## config.mk

```make
export PLATFORM = sky130hd
export DESIGN_NAME = apb_timer_multi
export DESIGN_NICKNAME = d
export VERILOG_FILES = /design/src/rtl/apb_timer_multi_pkg.sv /design/src/rtl/timer_channel.sv /design/src/rtl/apb_timer_multi.sv
export SDC_FILE = /design/constraint.sdc
export NUM_CORES = 1
export LEC_CHECK = 0
export CAP_MARGIN = 20
export CELL_PAD_IN_SITES_DETAIL_PLACEMENT = 0
export CELL_PAD_IN_SITES_GLOBAL_PLACEMENT = 1
export CORE_UTILIZATION = 51
export CTS_BUF_LIST = sky130_fd_sc_hd__clkbuf_8
export CTS_CLUSTER_SIZE = 25
export DETAILED_ROUTE_END_ITERATION = 10
export GPL_TIMING_DRIVEN = 0
export PLACE_DENSITY = 0.95
export SLEW_MARGIN = 5
export SYNTH_ARGS = -nofsm -noshare
export SYNTH_HDL_FRONTEND = slang
export SYNTH_SLANG_ARGS = --single-unit
```

## constraint.sdc

```tcl
create_clock -name HCLK -period 4 [get_ports HCLK]
set_input_delay 0.4 -clock HCLK [delete_from_list [all_inputs] [get_ports HCLK]]
set_output_delay 0.4 -clock HCLK [all_outputs]
set_load 0.005 [all_outputs]
```

## src/rtl/apb_timer_multi_pkg.sv

```systemverilog
// Shared constants and types for the multi-channel APB timer.
// Optional feature macro: TIMER_CASCADE_EN (see timer_channel / apb_timer_multi).
package apb_timer_multi_pkg;

  // Register offsets within a channel window (PADDR[3:2])
  localparam logic [1:0] REG_TIMER  = 2'd0;
  localparam logic [1:0] REG_CTRL   = 2'd1;
  localparam logic [1:0] REG_CMP    = 2'd2;
  localparam logic [1:0] REG_STATUS = 2'd3;

  // CTRL bit positions
  localparam int unsigned CTRL_EN        = 0;
  localparam int unsigned CTRL_ONESHOT   = 1;
  localparam int unsigned CTRL_IE_OVF    = 2;
  localparam int unsigned CTRL_IE_CMP    = 3;
  localparam int unsigned CTRL_CASCADE   = 4;
  localparam int unsigned CTRL_PRESC_LSB = 8;

  // STATUS bit positions
  localparam int unsigned STS_OVF = 0;
  localparam int unsigned STS_CMP = 1;

  // Widest supported prescaler field; narrower builds mask the upper bits to 0
  localparam int unsigned PRESC_MAX_WIDTH = 16;

  // CTRL register image, laid out exactly as it reads back on the bus
  typedef struct packed {
    logic [7:0]                 rsvd_hi;
    logic [PRESC_MAX_WIDTH-1:0] presc;
    logic [2:0]                 rsvd_lo;
    logic                       cascade;
    logic                       ie_cmp;
    logic                       ie_ovf;
    logic                       oneshot;
    logic                       en;
  } ctrl_t;

endpackage

```

## src/rtl/timer_channel.sv

```systemverilog
// One timer channel: TIMER/CTRL/CMP/STATUS registers, prescaler and event logic.
// Optional feature macro: TIMER_CASCADE_EN (stores CTRL.CASCADE when HasCascade).
module timer_channel
  import apb_timer_multi_pkg::*;
#(
  parameter int unsigned CNT_WIDTH   = 32,
  parameter int unsigned PRESC_WIDTH = 8,
  parameter bit          HasCascade  = 1'b0
) (
  input  logic        clk_i,
  input  logic        rst_i,
  input  logic        wr_timer_i,
  input  logic        wr_ctrl_i,
  input  logic        wr_cmp_i,
  input  logic        wr_status_i,
  input  logic [31:0] wdata_i,
  input  logic        cas_tick_i,
  output logic [31:0] timer_o,
  output logic [31:0] ctrl_o,
  output logic [31:0] cmp_o,
  output logic [31:0] status_o,
  output logic        evt_o,
  output logic        irq_o
);

  localparam logic [PRESC_MAX_WIDTH-1:0] PrescMask =
    PRESC_MAX_WIDTH'((32'd1 << PRESC_WIDTH) - 32'd1);

`ifdef TIMER_CASCADE_EN
  localparam bit CascadeImpl = HasCascade;
`else
  localparam bit CascadeImpl = HasCascade & 1'b0;
`endif

  logic [CNT_WIDTH-1:0]       timer_q, timer_d, cmp_q, cmp_d;
  logic [PRESC_MAX_WIDTH-1:0] pcnt_q, pcnt_d;
  ctrl_t                      ctrl_q, ctrl_d, ctrl_wr;
  logic                       sts_ovf_q, sts_ovf_d, sts_cmp_q, sts_cmp_d;
  logic                       presc_hit, tick, cmp_hit, ovf_hit, en_rise;

  logic unused_wdata;
  assign unused_wdata = ^wdata_i;

  // Decode the bus word into a CTRL image; unimplemented bits stay 0
  always_comb begin
    ctrl_wr         = '0;
    ctrl_wr.en      = wdata_i[CTRL_EN];
    ctrl_wr.oneshot = wdata_i[CTRL_ONESHOT];
    ctrl_wr.ie_ovf  = wdata_i[CTRL_IE_OVF];
    ctrl_wr.ie_cmp  = wdata_i[CTRL_IE_CMP];
    ctrl_wr.cascade = CascadeImpl & wdata_i[CTRL_CASCADE];
    ctrl_wr.presc   = wdata_i[CTRL_PRESC_LSB +: PRESC_MAX_WIDTH] & PrescMask;
  end

  // Tick source and event detection
  always_comb begin
    // >= so a PRESC lowered below a running pcnt still ticks promptly
    presc_hit = (pcnt_q >= ctrl_q.presc);
    tick      = ctrl_q.en & (ctrl_q.cascade ? cas_tick_i : presc_hit);
    cmp_hit   = tick & (cmp_q != '0) & (timer_q == cmp_q);
    ovf_hit   = tick & ~cmp_hit & (timer_q == '1);
    en_rise   = wr_ctrl_i & ctrl_wr.en & ~ctrl_q.en;
  end

  // Next-state: bus writes override the tick-driven update
  always_comb begin
    timer_d = timer_q;
    if (tick) timer_d = (cmp_hit | ovf_hit) ? '0 : timer_q + CNT_WIDTH'(1);
    if (wr_timer_i) timer_d = wdata_i[CNT_WIDTH-1:0];
    if (wr_cmp_i) timer_d = '0;

    cmp_d = wr_cmp_i ? wdata_i[CNT_WIDTH-1:0] : cmp_q;

    pcnt_d = pcnt_q;
    if (ctrl_q.en & ~ctrl_q.cascade) pcnt_d = presc_hit ? '0 : pcnt_q + PRESC_MAX_WIDTH'(1);
    if (wr_cmp_i | en_rise) pcnt_d = '0;

    ctrl_d = ctrl_q;
    if ((cmp_hit | ovf_hit) & ctrl_q.oneshot) ctrl_d.en = 1'b0;
    if (wr_ctrl_i) ctrl_d = ctrl_wr;

    // W1C, but a same-cycle event keeps the bit set
    sts_ovf_d = (sts_ovf_q & ~(wr_status_i & wdata_i[STS_OVF])) | ovf_hit;
    sts_cmp_d = (sts_cmp_q & ~(wr_status_i & wdata_i[STS_CMP])) | cmp_hit;
  end

  // State registers with synchronous reset
  always_ff @(posedge clk_i) begin
    if (rst_i) begin
      timer_q   <= '0;
      cmp_q     <= '0;
      pcnt_q    <= '0;
      ctrl_q    <= '0;
      sts_ovf_q <= 1'b0;
      sts_cmp_q <= 1'b0;
    end else begin
      timer_q   <= timer_d;
      cmp_q     <= cmp_d;
      pcnt_q    <= pcnt_d;
      ctrl_q    <= ctrl_d;
      sts_ovf_q <= sts_ovf_d;
      sts_cmp_q <= sts_cmp_d;
    end
  end

  // Register read images, event pulse and level interrupt
  always_comb begin
    timer_o           = 32'(timer_q);
    ctrl_o            = ctrl_q;
    cmp_o             = 32'(cmp_q);
    status_o          = '0;
    status_o[STS_OVF] = sts_ovf_q;
    status_o[STS_CMP] = sts_cmp_q;
    evt_o             = cmp_hit | ovf_hit;
    irq_o             = (sts_ovf_q & ctrl_q.ie_ovf) | (sts_cmp_q & ctrl_q.ie_cmp);
  end

endmodule

```

## src/rtl/apb_timer_multi.sv

```systemverilog
// Multi-channel APB timer: APB decode, read mux, PSLVERR and channel array.
// Optional feature macro: TIMER_CASCADE_EN (chains channel i-1 events into channel i).
module apb_timer_multi
  import apb_timer_multi_pkg::*;
#(
  parameter int unsigned APB_ADDR_WIDTH = 12,
  parameter int unsigned N_TIMERS       = 4,
  parameter int unsigned CNT_WIDTH      = 32,
  parameter int unsigned PRESC_WIDTH    = 8
) (
  input  logic                      HCLK,
  input  logic                      HRESET,
  input  logic [APB_ADDR_WIDTH-1:0] PADDR,
  input  logic [31:0]               PWDATA,
  input  logic                      PWRITE,
  input  logic                      PSEL,
  input  logic                      PENABLE,
  output logic [31:0]               PRDATA,
  output logic                      PREADY,
  output logic                      PSLVERR,
  output logic [N_TIMERS-1:0]       irq_o
);

  logic [31:0]         addr_ext;
  logic [3:0]          ch_idx;
  logic [1:0]          reg_idx;
  logic                in_range, access, wr_en;
  logic [31:0]         rd_mux;
  logic [N_TIMERS-1:0] evt, cas_tick;
  logic [31:0]         timer_rd [N_TIMERS];
  logic [31:0]         ctrl_rd  [N_TIMERS];
  logic [31:0]         cmp_rd   [N_TIMERS];
  logic [31:0]         sts_rd   [N_TIMERS];

  logic unused_sig;
  assign unused_sig = ^{addr_ext, evt};

  // Address decode; anything outside the populated channel windows is an error
  always_comb begin
    addr_ext = 32'(PADDR);
    ch_idx   = addr_ext[7:4];
    reg_idx  = addr_ext[3:2];
    in_range = (addr_ext[11:8] == 4'd0) && (32'(ch_idx) < N_TIMERS);
    access   = PSEL & PENABLE;
    wr_en    = access & PWRITE & in_range;
  end

  for (genvar i = 0; i < N_TIMERS; i++) begin : g_ch
    logic wr_sel;
    assign wr_sel = wr_en & (ch_idx == 4'(i));

`ifdef TIMER_CASCADE_EN
    if (i == 0) begin : g_head
      assign cas_tick[i] = 1'b0;
    end else begin : g_link
      assign cas_tick[i] = evt[i-1];
    end
`else
    assign cas_tick[i] = 1'b0;
`endif

    timer_channel #(
      .CNT_WIDTH  (CNT_WIDTH),
      .PRESC_WIDTH(PRESC_WIDTH),
      .HasCascade (i > 0)
    ) u_ch (
      .clk_i      (HCLK),
      .rst_i      (HRESET),
      .wr_timer_i (wr_sel & (reg_idx == REG_TIMER)),
      .wr_ctrl_i  (wr_sel & (reg_idx == REG_CTRL)),
      .wr_cmp_i   (wr_sel & (reg_idx == REG_CMP)),
      .wr_status_i(wr_sel & (reg_idx == REG_STATUS)),
      .wdata_i    (PWDATA),
      .cas_tick_i (cas_tick[i]),
      .timer_o    (timer_rd[i]),
      .ctrl_o     (ctrl_rd[i]),
      .cmp_o      (cmp_rd[i]),
      .status_o   (sts_rd[i]),
      .evt_o      (evt[i]),
      .irq_o      (irq_o[i])
    );
  end

  // Combinational read mux, driven only during a valid read access phase
  always_comb begin
    rd_mux = '0;
    for (int i = 0; i < N_TIMERS; i++) begin
      if (ch_idx == 4'(i)) begin
        unique case (reg_idx)
          REG_TIMER: rd_mux = timer_rd[i];
          REG_CTRL:  rd_mux = ctrl_rd[i];
          REG_CMP:   rd_mux = cmp_rd[i];
          default:   rd_mux = sts_rd[i];
        endcase
      end
    end
    PRDATA  = (access & ~PWRITE & in_range) ? rd_mux : 32'd0;
    PSLVERR = access & ~in_range;
    PREADY  = 1'b1;
  end

endmodule

```

# Yosys cells after proc, flatten, opt, wreduce, memory -nomap -nowiden
# Cells that the tools add are included.
# word_totals
regBits	376
in_bits	49
output_inout_bits	38
word_cells	244
# classes
n_addsub	8
magnitude_cmp	5
eq_ne	14
muxes	33
bitwise_logic	120
reduce_logical	24
# ops
operator	n
two-way mux 32 bit	17
case mux 32 bit (3 select lines)	4
adder 32 x 1 -> 32 bit (second input constant)	4
equality test 32 bit	4
equality test 32 bit (second input constant)	4
nonzero test 32 bit	4
bitwise AND 1 bit	82
adder 16 x 1 -> 16 bit (second input constant)	4
greater-or-equal comparator 16 x 8 -> 1 bit	4
two-way mux 16 bit	4
OR 1 bit	20
inverter 1 bit	18
nonzero test 2 bit	8
OR reduction 2 bit	8
equality test 4 x 2 -> 1 bit (second input constant)	2
zero test 4 bit	2
two-way mux 1 bit	8
equality test 2 bit (second input constant)	2
equality test 4 x 1 -> 1 bit (second input constant)	1
less-than comparator 4 x 3 -> 1 bit (second input constant)	1
equality test 2 x 1 -> 1 bit (second input constant)	1
zero test 2 bit	1
logical AND 1 bit	1

# Longest topological paths before layout
# logic_depth
ltp_word	11
depth_mapped	11
depth_no_buf	9

# Modules after synthesis
# Synthesis repeated with hierarchy kept, for this count alone.
# unflattened
cells_unflattened	2837
hier_area_um2	25483.2
# modules_own_cells
mod	n_inst	cells_each	area_per_inst_um2	seq_area_each_um2
timer_channel (g_ch[0].u_ch ...)	2	632	5360.1	1881.8
timer_channel (g_ch[2].u_ch ...)	2	629	5346.4	1881.8
apb_timer_multi	1	315	4070.2	0.0

# Worst setup path after synthesis
# OpenSTA, ideal clock, no wires.
# synth_timing
kind	flip-flop to flip-flop
startpoint	register g_ch[1].u_ch.timer_q[0]
endpoint	register g_ch[1].u_ch.timer_q[28]
setup_time_ps	122
t_arrival_ps	2563
t_required_ps	3878
path_slack_ps	1315
stages_incl_launch_ff	11
path_buffers	2
synth_period_minus_slack_ps	2685
cell_sequence	dfxtp_1 -> ha_1 -> nand3_1 -> or4_4 -> nor4_4 -> or4_1 -> or2_1 -> buf_6 -> buf_6 -> a21oi_1 -> a221o_1
# synth_between
elab_chain_cells	9
elab_cells_between_ends	11
classes_between	add/sub (1); eq/ne (2); mux (3); bitwise (5)
# synth_lines
item	line	text
start, declared	timer_channel.sv:35	logic [CNT_WIDTH-1:0] timer_q, timer_d, cmp_q, cmp_d;
start signal, assigned	timer_channel.sv:97	timer_q <= timer_d;
branches (longest 6 deep; another with adder 32 x 1 -> 32 bit)	--	
two-way mux 32 bit * (2 in series)	timer_channel.sv:68	if (tick) timer_d = (cmp_hit | ovf_hit) ? '0 : timer_q + CNT_WIDTH'(1);
two-way mux 32 bit *	timer_channel.sv:69	if (wr_timer_i) timer_d = wdata_i[CNT_WIDTH-1:0];
# Every way passes the cells marked *. The select of a mux whose other input is x is not followed.
# A chain may end at the register's enable or synchronous reset.

# Final worst setup path
# layout_timing
startpoint	input PADDR[3]
endpoint	output PRDATA[3]
# layout_between
elab_chain_cells	7
elab_cells_between_ends	12
classes_between	eq/ne (2); mux (9); reduce/logical (1)
# layout_lines
item	line	text
start, declared	apb_timer_multi.sv:13	input logic [APB_ADDR_WIDTH-1:0] PADDR,
equality test 2 bit (tied with other cells)	apb_timer_multi.sv:89	unique case (reg_idx)
case mux 32 bit (3 select lines)	apb_timer_multi.sv:89	
two-way mux 32 bit (3 in series)	apb_timer_multi.sv:88	if (ch_idx == 4'(i)) begin
two-way mux 32 bit *	apb_timer_multi.sv:88	
two-way mux 32 bit *	apb_timer_multi.sv:97	PRDATA = (access & ~PWRITE & in_range) ? rd_mux : 32'd0;
end, declared	apb_timer_multi.sv:18	output logic [31:0] PRDATA,
# Mark *: on every way between the ends. The rest lies on a longest branch, timed or not.

==> flow_metrics.py <==
metrics = {
    "setup_path": {
        "critical_path.max_fanout": 10,
        "crit_required_ns": 3.60,
        "slowest_stage": "clkdlybuf4s50_1",
        "worstSetupPathType": "in -> out",
        "startpoint_type": "input pin",
        "r2r_end": "g_ch[1].u_ch.ctrl_o[0]",
        "end_kind": "output pin",
        "crit_path_end": "PRDATA[3]",
        "crit_top_cell": "clkdlybuf4s50_1",
        "rr_startpoint": "g_ch[1].u_ch.timer_o[20]",
        "crit_family": "buffers and inverters",
        "crit_start": "PADDR[3]",
        "cp.depth": 9,
        "crit_chain": "clkdlybuf4s50_1, buf_4, buf_6, clkbuf_4, clkbuf_2, o21ai_0, a22oi_1, nor3_1, clkdlybuf4s50_1",
        "r2r_slack_ns": 0.13,
        "cp_data_arrival_time_ns": 3.68,
        "ff2ff_path_depth": 9,
        "crit_buf_inv": 6,
        "worst_path_largest_cell_delay_ns": 0.61,
    },
    "layout": {
        "num-nets-final": 3145,
        "syn_to_final_growth_pct": 13.7,
        "final_common_cell": "nand2_1",
        "fillers": 4060,
        "layout-drive-gt1-share_pct": 8.47,
        "final_cells": 3690,
        "mostFrequentLayoutCells": "474 x nand2_1, 376 x dfxtp_1, 258 x a21oi_1",
    },
    "min_path": {
        "hold_depth": 3,
        "hp-class": "in -> reg",
    },
    "clock_tree": {
        "clkLatencyLatePin_ns": 0.69,
        "path_clk_slew_ns": 0.07,
        "clock_sinks": 376,
        "cts_tree": "yes",
        "cts-buffers-inserted": 70,
        "clockBufferDepth": 3,
        "h-tree-depth": 3,
        "root_buffer": "clkbuf_8",
    },
    "timing": {
        "setup_ws_ns": -0.0751,
        "final-setup-viol-count": 1,
        "grt_setup_unrepaired": "no",
        "relSlewSlack_pct": 15.7,
        "min_period_ns": 4.08,
        "hold_viol": 0,
        "fin_skew_ns": 0.0297,
        "max_freq_ghz": 0.245,
        "drv_slew": 0,
        "tightest_slew_ns": 1.26,
        "setup-tns-final_ns": -0.0751,
        "period_share_pct": 102,
    },
    "die": {
        "ios": 87,
        "die_y_um": 212,
        "die-area_sq_mm": 0.0449,
        "core_sq_mm": 0.0433,
        "rows": 76,
        "start_util_pct": 51.9,
        "dieWidth_um": 212,
    },
    "grt": {
        "antenna_found_initial": 1,
        "grt_max_degree": 11,
        "gr-total-overflow": 0,
        "grt_pass1_vias": 22100,
        "grt_use_total_pct": 44.6,
        "grt_pass1_wl_um": 145000,
    },
    "run_status": {
        "outcome": "finished with violations",
        "violations": "negative setup slack",
    },
    "route": {
        "detail-route-antenna-nets": 0,
        "routed_via_density": 6.61,
        "post_drt_wl_per_cell_um": 27.6,
        "routed_wl_um": 102000,
        "drc_errors": 0,
        "via_count": 24400,
        "first_pass_iters": 6,
        "drt-initial-drc-count": 3213,
    },
    "pwr": {
        "p_leak_nw": 9.52,
        "p_per_area_mw_per_mm2": 323,
        "total_power_mw": 8.26,
        "ir_worst_vdd_uv": 330,
    },
    "placement": {
        "portBuffers": 60,
        "dpl.hpwl_um": 75400,
        "dp.cells": 3563,
        "gp_congestion": 1.10,
    },
    "synth": {
        "synth_async_sr_flop_share_pct": 0,
        "synth_nets": 2995,
        "synth-warning-count": 0,
        "syn_avg_cell_area_sq_um": 7.73,
        "synth_seq_cells": 376,
        "synth_edf_count": 0,
        "ys.flop_type": "dfxtp_1",
        "syn_area_sq_mm": 0.0225,
        "postSynthCellCount": 2906,
        "synth.distinct_cells": 76,
        "yosysSeqAreaShare_pct": 33.5,
    },
    "run": {
        "drv_cap": 0,
    },
}
-- worst min-delay path by stage --
stage | startpoint | end | slack, ns
2_1_floorplan | g_ch[0].u_ch.pcnt_q[15] | g_ch[0].u_ch.pcnt_q[15] | 0.44
3_3_place_gp | g_ch[0].u_ch.pcnt_q[15] | g_ch[0].u_ch.pcnt_q[15] | 0.47
3_5_place_dp | g_ch[1].u_ch.pcnt_q[15] | g_ch[1].u_ch.pcnt_q[15] | 0.47
4_1_cts | PWDATA[4] | g_ch[1].u_ch.cmp_o[4] | 0.09
5_1_grt | PWDATA[17] | g_ch[1].u_ch.cmp_o[17] | 0.12
6_report | PWDATA[16] | g_ch[1].u_ch.cmp_o[16] | 0.12
-- flip-flops by register name, summed over array words and instances, names as in the netlist --
signal,cells
g_ch.u_ch.cmp_o,128
g_ch.u_ch.timer_o,128
g_ch.u_ch.pcnt_q,64
g_ch.u_ch.ctrl_o,48
g_ch.u_ch.sts_cmp_q,4
g_ch.u_ch.sts_ovf_q,4
-- worst register-to-register path, delay by kind of cell (launching register included) --
family	cells	cell delay [ns]
simple gates	6	2.35
xor+xnor	1	0.14
buf+inv	2	0.92
flops	1	0.30
-- where the power goes --
| group | switching (mW) | leakage [nW] | total (mW) | internal [mW] |
|---|---|---|---|---|
| Combinational | 0.423 | 5.69 | 0.550 | 0.127 |
| Sequential | 0.00360 | 3.03 | 3.75 | 3.75 |
| Clock | 1.81 | 0.801 | 3.96 | 2.15 |
| Total | 2.24 | 9.52 | 8.26 | 6.02 |
-- kinds of logic after synthesis --
logic type,count (synthesis),share of synthesized area [%]
AOI/OAI and AO/OA,655,17.8
xor gates and xnor gates,204,7.95
adders and majority gates,40,2.23
buffers and inverters,302,5.52
DFF,376,33.5
muxes,145,8.07
other,1,0.0167
and+or+nand+nor,1183,24.9
-- cells in the mapped netlist, types with 22 or more instances --
cell	n	area (sq um)
nand2_1	474	1780
dfxtp_1	376	7530
a21oi_1	258	1290
nor2_1	232	871
xor2_1	176	1540
clkbuf_1	173	649
o21ai_0	150	751
mux2i_1	99	991
nand3_1	97	485
nor4_1	90	563
inv_1	76	285
nor3_1	68	340
and3_1	56	350
nand4_1	56	350
a22oi_1	51	383
ha_1	40	500
xnor2_1	28	245
mux4_2	27	608
a221o_1	26	260
buf_2	23	115
o22ai_1	22	138
-- what timing repair did --
action                                  4_1_cts  5_1_grt
endpoints found under the setup margin       31       31
hold buffers                                  0        0
pin swaps                                     1        0
gates resized for setup                      30       25
setup buffers                                 4        0
-- layout make-up --
| class | count | area (sq um) | area share, % |
|---|---|---|---|
| Sequential cell | 376 | 7530 | 29.5 |
| Inverter | 76 | 285 | 1.12 |
| Clock inverter | 33 | 228 | 0.891 |
| Tap cell | 585 | 732 | 2.87 |
| Timing Repair Buffer | 78 | 797 | 3.12 |
| Clock buffer | 87 | 1200 | 4.69 |
| Antenna cell | 1 | 2.50 | 0.00980 |
| Multi-Input combinational cell | 2228 | 13800 | 53.9 |
| Buffer | 226 | 1010 | 3.95 |
-- routing by layer --
metal	GRT usage, %	share of wire (%)	vias to the layer above
met3	12.7	13	354
met4	24.4	6.4	2
met1	58.9	39	11700
met5	0	0.014	-
li1	-	-	10700
met2	65.3	41	1710
-- stage by stage --
stage	area, sq um	setup slack [ns]	utilization [%]	hold WS [ns]
6_report	25500	-0.0751	59.0	0.122
5_1_grt	25500	0.0164	59.0	0.115
4_1_cts	25500	0.00970	58.9	0.0902
3_5_place_dp	23900	-0.951	55.3	0.470
3_3_place_gp	23800	-0.986	55.0	0.466
2_1_floorplan	22500	1.32	-	0.437
(Power assumes the default switching activity.)
